`src/rtl/hiscore_ram_arbiter_if.sv`:
```
// Work-RAM bus bundle shared by the CPU, the hiscore engine and the RAM itself.
// The arbiter sits on the slave side; the surrounding system drives the master side.
interface hiscore_ram_arbiter_if #(
    parameter int ADDR_W = 11,
    parameter int DATA_W = 8
);
    logic              hs_req;
    logic              hs_gnt;
    logic [ADDR_W-1:0] hs_addr;
    logic [DATA_W-1:0] hs_din;
    logic              hs_we;
    logic [DATA_W-1:0] hs_dout;

    logic [ADDR_W-1:0] cpu_addr;
    logic [DATA_W-1:0] cpu_din;
    logic              cpu_we;
    logic [DATA_W-1:0] cpu_dout;

    logic [ADDR_W-1:0] ram_addr;
    logic [DATA_W-1:0] ram_din;
    logic              ram_we;
    logic [DATA_W-1:0] ram_dout;

    modport slave (
        input  hs_req, hs_addr, hs_din, hs_we,
        input  cpu_addr, cpu_din, cpu_we,
        input  ram_dout,
        output hs_gnt, hs_dout, cpu_dout,
        output ram_addr, ram_din, ram_we
    );

    modport master (
        output hs_req, hs_addr, hs_din, hs_we,
        output cpu_addr, cpu_din, cpu_we,
        output ram_dout,
        input  hs_gnt, hs_dout, cpu_dout,
        input  ram_addr, ram_din, ram_we
    );
endinterface

```
`src/rtl/hiscore_ram_arbiter.sv`:
```
// Hands the work RAM to the hiscore engine only after the CPU is halted at a
// vblank edge (or timeout), and owns the whole user/OSD pause and dim policy.
module hiscore_ram_arbiter #(
    parameter int ADDR_W      = 11,
    parameter int DATA_W      = 8,
    parameter int SETTLE      = 2,
    parameter int VBL_TIMEOUT = 65536,
    parameter int DIM_CYCLES  = 240000000
) (
    input  logic                  clk_sys,
    input  logic                  reset,
    input  logic                  vblank,
    input  logic                  pause_btn,
    input  logic                  osd_pause,
    hiscore_ram_arbiter_if.slave  bus,
    output logic                  cpu_pause,
    output logic                  dim_video
);

    localparam int TO_W = (VBL_TIMEOUT > 1) ? $clog2(VBL_TIMEOUT) : 1;
    // Release side holds for SETTLE cycles after the bus switch, so it needs to reach SETTLE.
    localparam int ST_W = (SETTLE > 0) ? $clog2(SETTLE + 1) : 1;

    localparam logic [TO_W-1:0] TO_LAST     = TO_W'(VBL_TIMEOUT - 1);
    localparam logic [ST_W-1:0] ST_IN_LAST  = ST_W'(SETTLE - 1);
    localparam logic [ST_W-1:0] ST_OUT_LAST = ST_W'(SETTLE);
    localparam logic [31:0]     DIM_MAX     = 32'(DIM_CYCLES);

    typedef enum logic [2:0] {
        IDLE       = 3'd0,
        WAIT_VBL   = 3'd1,
        SETTLE_IN  = 3'd2,
        GRANT      = 3'd3,
        SETTLE_OUT = 3'd4
    } state_e;

    state_e            state_q, state_d;
    logic              hs_gnt_q, hs_gnt_d;
    logic              hs_halt_q, hs_halt_d;
    logic [ST_W-1:0]   st_cnt_q, st_cnt_d;
    logic [TO_W-1:0]   to_cnt_q, to_cnt_d;
    logic              vbl_q;
    logic              btn_q;
    logic              toggle_q, toggle_d;
    logic [31:0]       dim_cnt_q, dim_cnt_d;
    logic              dim_q, dim_d;
    logic              vbl_rise_s;

    logic [ADDR_W-1:0] ram_addr_s;
    logic [DATA_W-1:0] ram_din_s;
    logic              ram_we_s;

    assign vbl_rise_s = vblank & ~vbl_q;

    // Ownership FSM: halt, wait for a safe point, settle, grant, settle back.
    always_comb begin
        state_d   = state_q;
        hs_gnt_d  = hs_gnt_q;
        hs_halt_d = hs_halt_q;
        st_cnt_d  = st_cnt_q;
        to_cnt_d  = to_cnt_q;
        case (state_q)
            IDLE: begin
                if (bus.hs_req) begin
                    state_d   = WAIT_VBL;
                    hs_halt_d = 1'b1;
                    to_cnt_d  = '0;
                end else begin
                    hs_halt_d = 1'b0;
                end
            end
            WAIT_VBL: begin
                if (!bus.hs_req) begin
                    state_d  = SETTLE_OUT;
                    st_cnt_d = '0;
                    to_cnt_d = '0;
                end else if (vbl_rise_s || (to_cnt_q == TO_LAST)) begin
                    state_d  = SETTLE_IN;
                    st_cnt_d = '0;
                    to_cnt_d = '0;
                end else begin
                    to_cnt_d = to_cnt_q + TO_W'(1);
                end
            end
            SETTLE_IN: begin
                if (st_cnt_q == ST_IN_LAST) begin
                    state_d  = GRANT;
                    hs_gnt_d = 1'b1;
                    st_cnt_d = '0;
                end else begin
                    st_cnt_d = st_cnt_q + ST_W'(1);
                end
            end
            GRANT: begin
                if (!bus.hs_req) begin
                    state_d  = SETTLE_OUT;
                    hs_gnt_d = 1'b0;
                    st_cnt_d = '0;
                end else begin
                    hs_gnt_d = 1'b1;
                end
            end
            SETTLE_OUT: begin
                if (st_cnt_q == ST_OUT_LAST) begin
                    state_d   = IDLE;
                    hs_halt_d = 1'b0;
                    st_cnt_d  = '0;
                end else begin
                    st_cnt_d = st_cnt_q + ST_W'(1);
                end
            end
            default: begin
                state_d   = IDLE;
                hs_gnt_d  = 1'b0;
                hs_halt_d = 1'b0;
                st_cnt_d  = '0;
                to_cnt_d  = '0;
            end
        endcase
    end

    // User pause toggle and the dim timer that only the user pause advances.
    always_comb begin
        if (pause_btn && !btn_q) begin
            toggle_d = ~toggle_q;
        end else begin
            toggle_d = toggle_q;
        end
        if (!toggle_q) begin
            dim_cnt_d = 32'd0;
        end else if (dim_cnt_q == DIM_MAX) begin
            dim_cnt_d = dim_cnt_q;
        end else begin
            dim_cnt_d = dim_cnt_q + 32'd1;
        end
        dim_d = (dim_cnt_d == DIM_MAX);
    end

    // State and policy registers.
    always_ff @(posedge clk_sys or posedge reset) begin
        if (reset) begin
            state_q   <= IDLE;
            hs_gnt_q  <= 1'b0;
            hs_halt_q <= 1'b0;
            st_cnt_q  <= '0;
            to_cnt_q  <= '0;
            vbl_q     <= 1'b0;
            btn_q     <= 1'b0;
            toggle_q  <= 1'b0;
            dim_cnt_q <= 32'd0;
            dim_q     <= 1'b0;
        end else begin
            state_q   <= state_d;
            hs_gnt_q  <= hs_gnt_d;
            hs_halt_q <= hs_halt_d;
            st_cnt_q  <= st_cnt_d;
            to_cnt_q  <= to_cnt_d;
            vbl_q     <= vblank;
            btn_q     <= pause_btn;
            toggle_q  <= toggle_d;
            dim_cnt_q <= dim_cnt_d;
            dim_q     <= dim_d;
        end
    end

    // Bus mux steered by the registered grant; the non-owner's write is dropped.
    always_comb begin
        if (hs_gnt_q) begin
            ram_addr_s = bus.hs_addr;
            ram_din_s  = bus.hs_din;
            ram_we_s   = bus.hs_we;
        end else begin
            ram_addr_s = bus.cpu_addr;
            ram_din_s  = bus.cpu_din;
            ram_we_s   = bus.cpu_we;
        end
    end

    assign bus.ram_addr = ram_addr_s;
    assign bus.ram_din  = ram_din_s;
    assign bus.ram_we   = ram_we_s;
    assign bus.hs_gnt   = hs_gnt_q;
    assign bus.cpu_dout = bus.ram_dout;
    assign bus.hs_dout  = bus.ram_dout;

    // osd_pause goes straight through so the core stops the cycle the OSD opens.
    assign cpu_pause = hs_halt_q | toggle_q | osd_pause;
    assign dim_video = dim_q;

endmodule

```
`src/flat_wrapper.sv`:
```
// flat-port wrapper written by rule: the top's interface ports become plain ports
module hiscore_ram_arbiter_flat 
#(
    parameter int ADDR_W      = 11,
    parameter int DATA_W      = 8,
    parameter int SETTLE      = 2,
    parameter int VBL_TIMEOUT = 65536,
    parameter int DIM_CYCLES  = 240000000
)
  (clk_sys, reset, vblank, pause_btn, osd_pause, cpu_pause, dim_video, bus_hs_req, bus_hs_addr, bus_hs_din, bus_hs_we, bus_cpu_addr, bus_cpu_din, bus_cpu_we, bus_ram_dout, bus_hs_gnt, bus_hs_dout, bus_cpu_dout, bus_ram_addr, bus_ram_din, bus_ram_we);
  hiscore_ram_arbiter_if #(.ADDR_W(ADDR_W), .DATA_W(DATA_W)) bus_i ();
  input  logic clk_sys;
  input  logic reset;
  input  logic vblank;
  input  logic pause_btn;
  input  logic osd_pause;
  output logic cpu_pause;
  output logic dim_video;
  input wire logic [$bits(bus_i.hs_req)-1:0] bus_hs_req;
  input wire logic [$bits(bus_i.hs_addr)-1:0] bus_hs_addr;
  input wire logic [$bits(bus_i.hs_din)-1:0] bus_hs_din;
  input wire logic [$bits(bus_i.hs_we)-1:0] bus_hs_we;
  input wire logic [$bits(bus_i.cpu_addr)-1:0] bus_cpu_addr;
  input wire logic [$bits(bus_i.cpu_din)-1:0] bus_cpu_din;
  input wire logic [$bits(bus_i.cpu_we)-1:0] bus_cpu_we;
  input wire logic [$bits(bus_i.ram_dout)-1:0] bus_ram_dout;
  output wire logic [$bits(bus_i.hs_gnt)-1:0] bus_hs_gnt;
  output wire logic [$bits(bus_i.hs_dout)-1:0] bus_hs_dout;
  output wire logic [$bits(bus_i.cpu_dout)-1:0] bus_cpu_dout;
  output wire logic [$bits(bus_i.ram_addr)-1:0] bus_ram_addr;
  output wire logic [$bits(bus_i.ram_din)-1:0] bus_ram_din;
  output wire logic [$bits(bus_i.ram_we)-1:0] bus_ram_we;
  assign bus_i.hs_req = bus_hs_req;
  assign bus_i.hs_addr = bus_hs_addr;
  assign bus_i.hs_din = bus_hs_din;
  assign bus_i.hs_we = bus_hs_we;
  assign bus_i.cpu_addr = bus_cpu_addr;
  assign bus_i.cpu_din = bus_cpu_din;
  assign bus_i.cpu_we = bus_cpu_we;
  assign bus_i.ram_dout = bus_ram_dout;
  assign bus_hs_gnt = bus_i.hs_gnt;
  assign bus_hs_dout = bus_i.hs_dout;
  assign bus_cpu_dout = bus_i.cpu_dout;
  assign bus_ram_addr = bus_i.ram_addr;
  assign bus_ram_din = bus_i.ram_din;
  assign bus_ram_we = bus_i.ram_we;
  hiscore_ram_arbiter #(.ADDR_W(ADDR_W), .DATA_W(DATA_W), .SETTLE(SETTLE), .VBL_TIMEOUT(VBL_TIMEOUT), .DIM_CYCLES(DIM_CYCLES)) u_core (.clk_sys(clk_sys), .reset(reset), .vblank(vblank), .pause_btn(pause_btn), .osd_pause(osd_pause), .bus(bus_i), .cpu_pause(cpu_pause), .dim_video(dim_video));
endmodule
```
`config.mk`:
```
export PLATFORM = sky130hd
export DESIGN_NAME = hiscore_ram_arbiter_flat
export DESIGN_NICKNAME = d
export VERILOG_FILES = /design/src/rtl/hiscore_ram_arbiter_if.sv /design/src/rtl/hiscore_ram_arbiter.sv /design/src/flat_wrapper.sv
export SDC_FILE = /design/constraint.sdc
export NUM_CORES = 1
export LEC_CHECK = 0
export BUFFER_PORTS_ARGS = -buffer_cell sky130_fd_sc_hd__buf_4
export CORE_MARGIN = 1.5
export CORE_UTILIZATION = 38
export DETAILED_ROUTE_END_ITERATION = 10
export GPL_TIMING_DRIVEN = 0
export PLACE_DENSITY_LB_ADDON = 0.1
export SYNTH_ARGS = -nofsm -noshare
export SYNTH_HDL_FRONTEND = slang
export SYNTH_SLANG_ARGS = --single-unit
```
`constraint.sdc`:
```
create_clock -name clk_sys -period 3.1 [get_ports clk_sys]
set_clock_uncertainty 0.1 [all_clocks]
set_input_delay 0.155 -clock clk_sys [delete_from_list [all_inputs] [get_ports clk_sys]]
set_output_delay 0.155 -clock clk_sys [all_outputs]
set_load 0.02 [all_outputs]
```
### Word level (Yosys, flattened, before mapping)

Cells that the tools add are included.

* register bits after elaboration: 59
* input bits: 54
* output and inout bits: 39
* logic and storage cells: 75

* add/sub/neg operators: 3
* equality and inequality tests: 14
* mux-type cells: 27
* bitwise logic cells: 9
* reduce and logical (&&, ||, !) cells: 12

Operator list (number)
* 32-bit by 28-bit == test with 1-bit output, second input constant: 2
* 32-bit 2-to-1 mux: 2
* 16-bit 2-to-1 mux: 3
* 16-bit case mux with 3 select lines: 1
* 32-bit by 1-bit adder with 32-bit output, second input constant: 1
* 3-bit 2-to-1 mux: 6
* 16-bit by 1-bit adder with 16-bit output, second input constant: 1
* 16-bit == test, second input constant: 1
* 3-bit case mux with 5 select lines: 1
* 11-bit 2-to-1 mux: 1
* 2-bit 2-to-1 mux: 5
* 2-bit case mux with 5 select lines: 1
* 3-bit OR reduction: 3
* 8-bit 2-to-1 mux: 1
* 3-bit by 2-bit == test with 1-bit output, second input constant: 2
* 1-bit inverter: 6
* 1-bit case mux with 3 select lines: 2
* 2-bit AND reduction: 3
* 5-bit AND reduction: 1
* 1-bit 2-to-1 mux: 4
* 2-bit by 1-bit inequality test with 1-bit output, second input constant: 2
* 2-bit inequality test, second input constant: 2
* 3-bit by 1-bit == test with 1-bit output, second input constant: 1
* 3-bit == test, second input constant: 1
* other kinds (11): 12

### Depth between registers and ports, before layout

* depth in word-level cells: 6
* mapped depth: 9

### Least setup slack after synthesis

Ideal clock, no wire load.

* path type: reg2reg
* from: register u_core.dim_cnt_q[7]
* to: register u_core.dim_q, in the netlist u_core.dim_video
* setup time: 0.096 ns
* arrival time: 2.181 ns
* required time: 2.904 ns
* path slack: 0.723 ns
* cell stages (with the launch flop): 9
* buffers on the path: 2
* clock period less this slack: 2.377 ns
* cells stage by stage: dfrtp_1 -> clkbuf_2 -> nand4_4 -> or4_1 -> buf_2 -> o31a_1 -> o41ai_2 -> o211ai_1 -> nor4_2

* longest elaborated chain between the ends: 4

RTL lines
* start, declared: line hiscore_ram_arbiter.sv:45 `logic [31:0] dim_cnt_q, dim_cnt_d;`
* start signal, assigned: line hiscore_ram_arbiter.sv:161 `dim_cnt_q <= dim_cnt_d;`
* 32-bit by 1-bit adder with 32-bit output / 32-bit by 28-bit == test with 1-bit output (equally long branches): line hiscore_ram_arbiter.sv:134, hiscore_ram_arbiter.sv:131
* 32-bit 2-to-1 mux (*): line hiscore_ram_arbiter.sv:131 `end else if (dim_cnt_q == DIM_MAX) begin`
* 32-bit 2-to-1 mux (*): line hiscore_ram_arbiter.sv:129 `if (!toggle_q) begin`
* 32-bit by 28-bit == test with 1-bit output (*): line hiscore_ram_arbiter.sv:136 `dim_d = (dim_cnt_d == DIM_MAX);`
* via u_core.dim_d: line hiscore_ram_arbiter.sv:46 `logic dim_q, dim_d;`
* end signal, assigned: line hiscore_ram_arbiter.sv:162 `dim_q <= dim_d;`
* end, declared: line hiscore_ram_arbiter.sv:46

The timed path passes the listed nets; every way through them passes the cells marked *.
A chain may end at the register's enable or synchronous reset.

### Worst setup path in the final report

* from: register u_core.dim_cnt_q[1]
* to: register u_core.dim_q, in the netlist u_core.dim_video

The elaborated chain is that of the path after synthesis.

==> reports/qor.tcl <==
set qor(outcome) {complete, no violations}
set qor(clk_latency_ns) 0.34
set qor(timing.max_slew.rel_slack_pct) 31.38
set qor(worst_r2r_endpoint) {u_core.dim_video}
set qor(period_needed_ns) 2.911
set qor(post-synth-top-area-fraction_pct) 37.95
set qor(yosysUniqueCellTypes) 60
set qor(timing.setup.tns_ns) 0
set qor(postSynthRegisterBits) 59
set qor(cap_violations) 0
set qor(cp.required_ns) 3.23
set qor(worst_ir_drop_vdd_mv) 0.3102
set qor(die_width_microns) 104.2
set qor(cts_sinks) 59
set qor(initial_core_util_pct) 39.43
set qor(syn-num-nets) 481
set qor(syn_avg_cell_area_sq_um) 9.174
set qor(postSynth.asyncResetShare_pct) 100.0
set qor(post-dp-hpwl_microns) 7305
set qor(antenna_violations_before_repair) 0
set qor(layout-area-overhead-vs-synth_pct) 28.02
set qor(floorplan.die.height_microns) 104.2
set qor(synth.area.top_cells) {sky130_fd_sc_hd__dfrtp_1 (38%), sky130_fd_sc_hd__mux2_2 (5.8%), sky130_fd_sc_hd__nor2_1 (4.4%)}
set qor(worst_slew_pin_slew_ns) 1.020
set qor(ctsHtreeMaxLevel) 3
set qor(setup_viol_count_final) 0
set qor(layout-drive-gt1-share_pct) 30.43
set qor(first_iter_violations) 132
set qor(synth_top_flop_cell) {sky130_fd_sc_hd__dfrtp_1}
set qor(drt_pre_antenna_iters) 4
set qor(grt_setup_unrepaired) {false}
set qor(placement_row_count) 36
set qor(floorplan.core_area_sq_um) 9864
set qor(grt_usage_pct) 19.00
set qor(grt_pass1_wl_microns) 16500
set qor(crit_arrival_ns) 3.04
set qor(yosysMostFrequentCell) {sky130_fd_sc_hd__dfrtp_1}
set qor(portBuffers) 84
set qor(number_of_instances_in_the_synthesized_netlist) 424
set qor(total_leakage_power_nw) 2.133
set qor(detail_route.drc_violations) 0
set qor(drt_wl_total_microns) 9839
set qor(clockBufferDepth) 2
set qor(slew_viol_final) 0
set qor(grt_start_max_net_pins) 35
set qor(vias) 3499
set qor(final_critical_path_setup_slack_ns) 0.1887
set qor(vias_in_the_first_global_route) 3361
set qor(synth_area_leader_cell) {sky130_fd_sc_hd__dfrtp_1}
set qor(gr-total-overflow) 0
set qor(gp_congestion) 0.8541
set qor(r2r-start) {u_core.dim_cnt_q[1]}
set qor(class_of_the_most_critical_hold_timing_path) {in -> async}
set qor(ys.warnings.count) 0
set qor(cp_max_fo) 8
set qor(root_buffer) {sky130_fd_sc_hd__clkbuf_8}
set qor(place_worst_setup_slack_ns) 0.2115
set qor(fmax_mhz) 343.5
set qor(route.detailed.vias_per_inst) 5.285
set qor(die_area_sq_um) 10850
set qor(number_of_flops_mapped_to_enable_cells_by_yosys) 0
set qor(antenna_violating_nets_post_route) 0
set qor(cts_buffers) 9
set qor(ff2ff_setup_slack_ns) 0.19
set qor(critPathCaptureType) {flop}
set qor(tritoncts_clock_tree) {done}
set qor(timing.final.crit_share_pct) 93.91
set qor(worstSetupPathType) {reg -> reg}
set qor(path_clk_slew_ns) 0.07
set qor(power_density_nw_per_um2) 564.5
set qor(antennaDiodeCount) 0
set qor(synth-seq-area-share_pct) 37.95
set qor(timing.final.hold_violations) 0
set qor(synth_area_sq_um) 3890
set qor(layout.nets) 581
set qor(start_kind) {flop}
set qor(timing.reg2reg.worst_path_depth) 8
set qor(number_of_top_level_design_ports) 93
set qor(synth_common_cells) {sky130_fd_sc_hd__dfrtp_1 (59), sky130_fd_sc_hd__nor2_1 (46), sky130_fd_sc_hd__nand2_1 (25), sky130_fd_sc_hd__nand3_1 (22)}
set qor(routed_wl_per_cell_microns) 14.86
where the power goes:
| group | total (mW) | switching (mW) | internal [mW] |
|---|---|---|---|
| sequential | 0.906 | 0.0656 | 0.840 |
| combinational | 1.11 | 0.627 | 0.479 |
| clock | 0.799 | 0.325 | 0.474 |
cell type report:
class | instances | area (sq um)
timing repair buffer | 89 | 690.7
buffer | 43 | 305.3
inverter | 13 | 48.80
tap | 133 | 166.4
clock buffer | 10 | 137.6
clock inverter | 6 | 88.84
fill | 925 | 4885
sequential | 59 | 1476
multi-input combinational | 309 | 2066
placed cells by master, fill, tap and decap left out, types with 6 or more instances in the layout:
cell / n
sky130_fd_sc_hd__inv_1: 11
sky130_fd_sc_hd__nand2_1: 25
sky130_fd_sc_hd__o21a_1: 8
sky130_fd_sc_hd__clkbuf_8: 17
sky130_fd_sc_hd__dfrtp_1: 59
sky130_fd_sc_hd__xor2_1: 16
sky130_fd_sc_hd__nand3_1: 22
sky130_fd_sc_hd__nand4_1: 19
sky130_fd_sc_hd__o21ai_0: 12
sky130_fd_sc_hd__nor2_1: 46
sky130_fd_sc_hd__mux2_2: 20
sky130_fd_sc_hd__buf_4: 101
sky130_fd_sc_hd__nor3_1: 9
sky130_fd_sc_hd__nor4_1: 19
sky130_fd_sc_hd__and3_1: 6
sky130_fd_sc_hd__a21oi_1: 10
sky130_fd_sc_hd__clkbuf_1: 16
sky130_fd_sc_hd__mux2i_1: 7
sky130_fd_sc_hd__xnor2_1: 16
logic make-up after synthesis:
family / synth area share, %
AO/OA/AOI/OAI: 11.90
XOR/XNOR: 7.205
adder cells (fa/ha/maj): 0.9650
buffers and inverters: 9.102
flip-flops: 37.95
multiplexers: 7.591
AND/OR/NAND/NOR: 25.28
critical path, stage by stage (launching register included):
cell and delay, ns:
sky130_fd_sc_hd__dfrtp_1 0.45, sky130_fd_sc_hd__ha_1 0.29, sky130_fd_sc_hd__and4_1 0.21, sky130_fd_sc_hd__clkbuf_1 0.32, sky130_fd_sc_hd__nand3_1 0.36, sky130_fd_sc_hd__nor4_1 0.38
sky130_fd_sc_hd__o221a_2 0.26, sky130_fd_sc_hd__o211ai_1 0.12, sky130_fd_sc_hd__nor4_2 0.31
timing repair:
item / 4_1_cts / 5_1_grt
endpoints found under the setup margin: 0 / 1
hold buffers: 4 / 0
buffers inserted: 0 / 0
resized for setup: 0 / 1
hold endpoints to repair: 29 / 0
per-layer routing:
metal | GRT usage (%) | vias to the layer above | routed length, microns | share of wire [%]
li1 | - | 1724 | - | -
met1 | 23.91 | 1641 | 4429 | 45
met2 | 30.98 | 115 | 4653 | 47
met3 | 4.198 | 19 | 553 | 5.6
met4 | 8.929 | 0 | 202 | 2.1
met5 | 0 | - | 0 | 0
how the worst max path moves through the flow:
stage	start	end	slack, ns	depth (start not counted)
floorplan	u_core.dim_cnt_q[7]	u_core.dim_video	0.72	8
global placement	u_core.dim_cnt_q[10]	u_core.dim_video	0.15	7
finish	u_core.dim_cnt_q[1]	u_core.dim_video	0.19	8
global route	u_core.dim_cnt_q[0]	u_core.dim_video	0.05	8
CTS	u_core.dim_cnt_q[10]	u_core.dim_video	0.18	7
detailed placement	u_core.dim_cnt_q[10]	u_core.dim_video	0.21	7
registers in the layout, indices dropped and copies added (netlist names), 2 cells and up:
| name | count |
|---|---|
| u_core.dim_cnt_q | 32 |
| u_core.to_cnt_q | 16 |
| u_core.state_q | 3 |
| u_core.st_cnt_q | 2 |
per-stage QoR:
stage | power [mW] | instances | area, sq um | util (%) | hold WS (ns)
2_1_floorplan | 1.659 | 424 | 3890 | - | 0.08643
3_3_place_gp | 2.020 | 641 | 4687 | 47.51 | 0.1760
3_5_place_dp | 2.031 | 642 | 4707 | 47.72 | 0.1651
4_1_cts | 2.854 | 662 | 4974 | 50.42 | 0.3388
5_1_grt | 2.989 | 662 | 4980 | 50.48 | 0.3540
6_report | 2.811 | 662 | 4980 | 50.48 | 0.3381
Power figures use the tool's default switching activity.
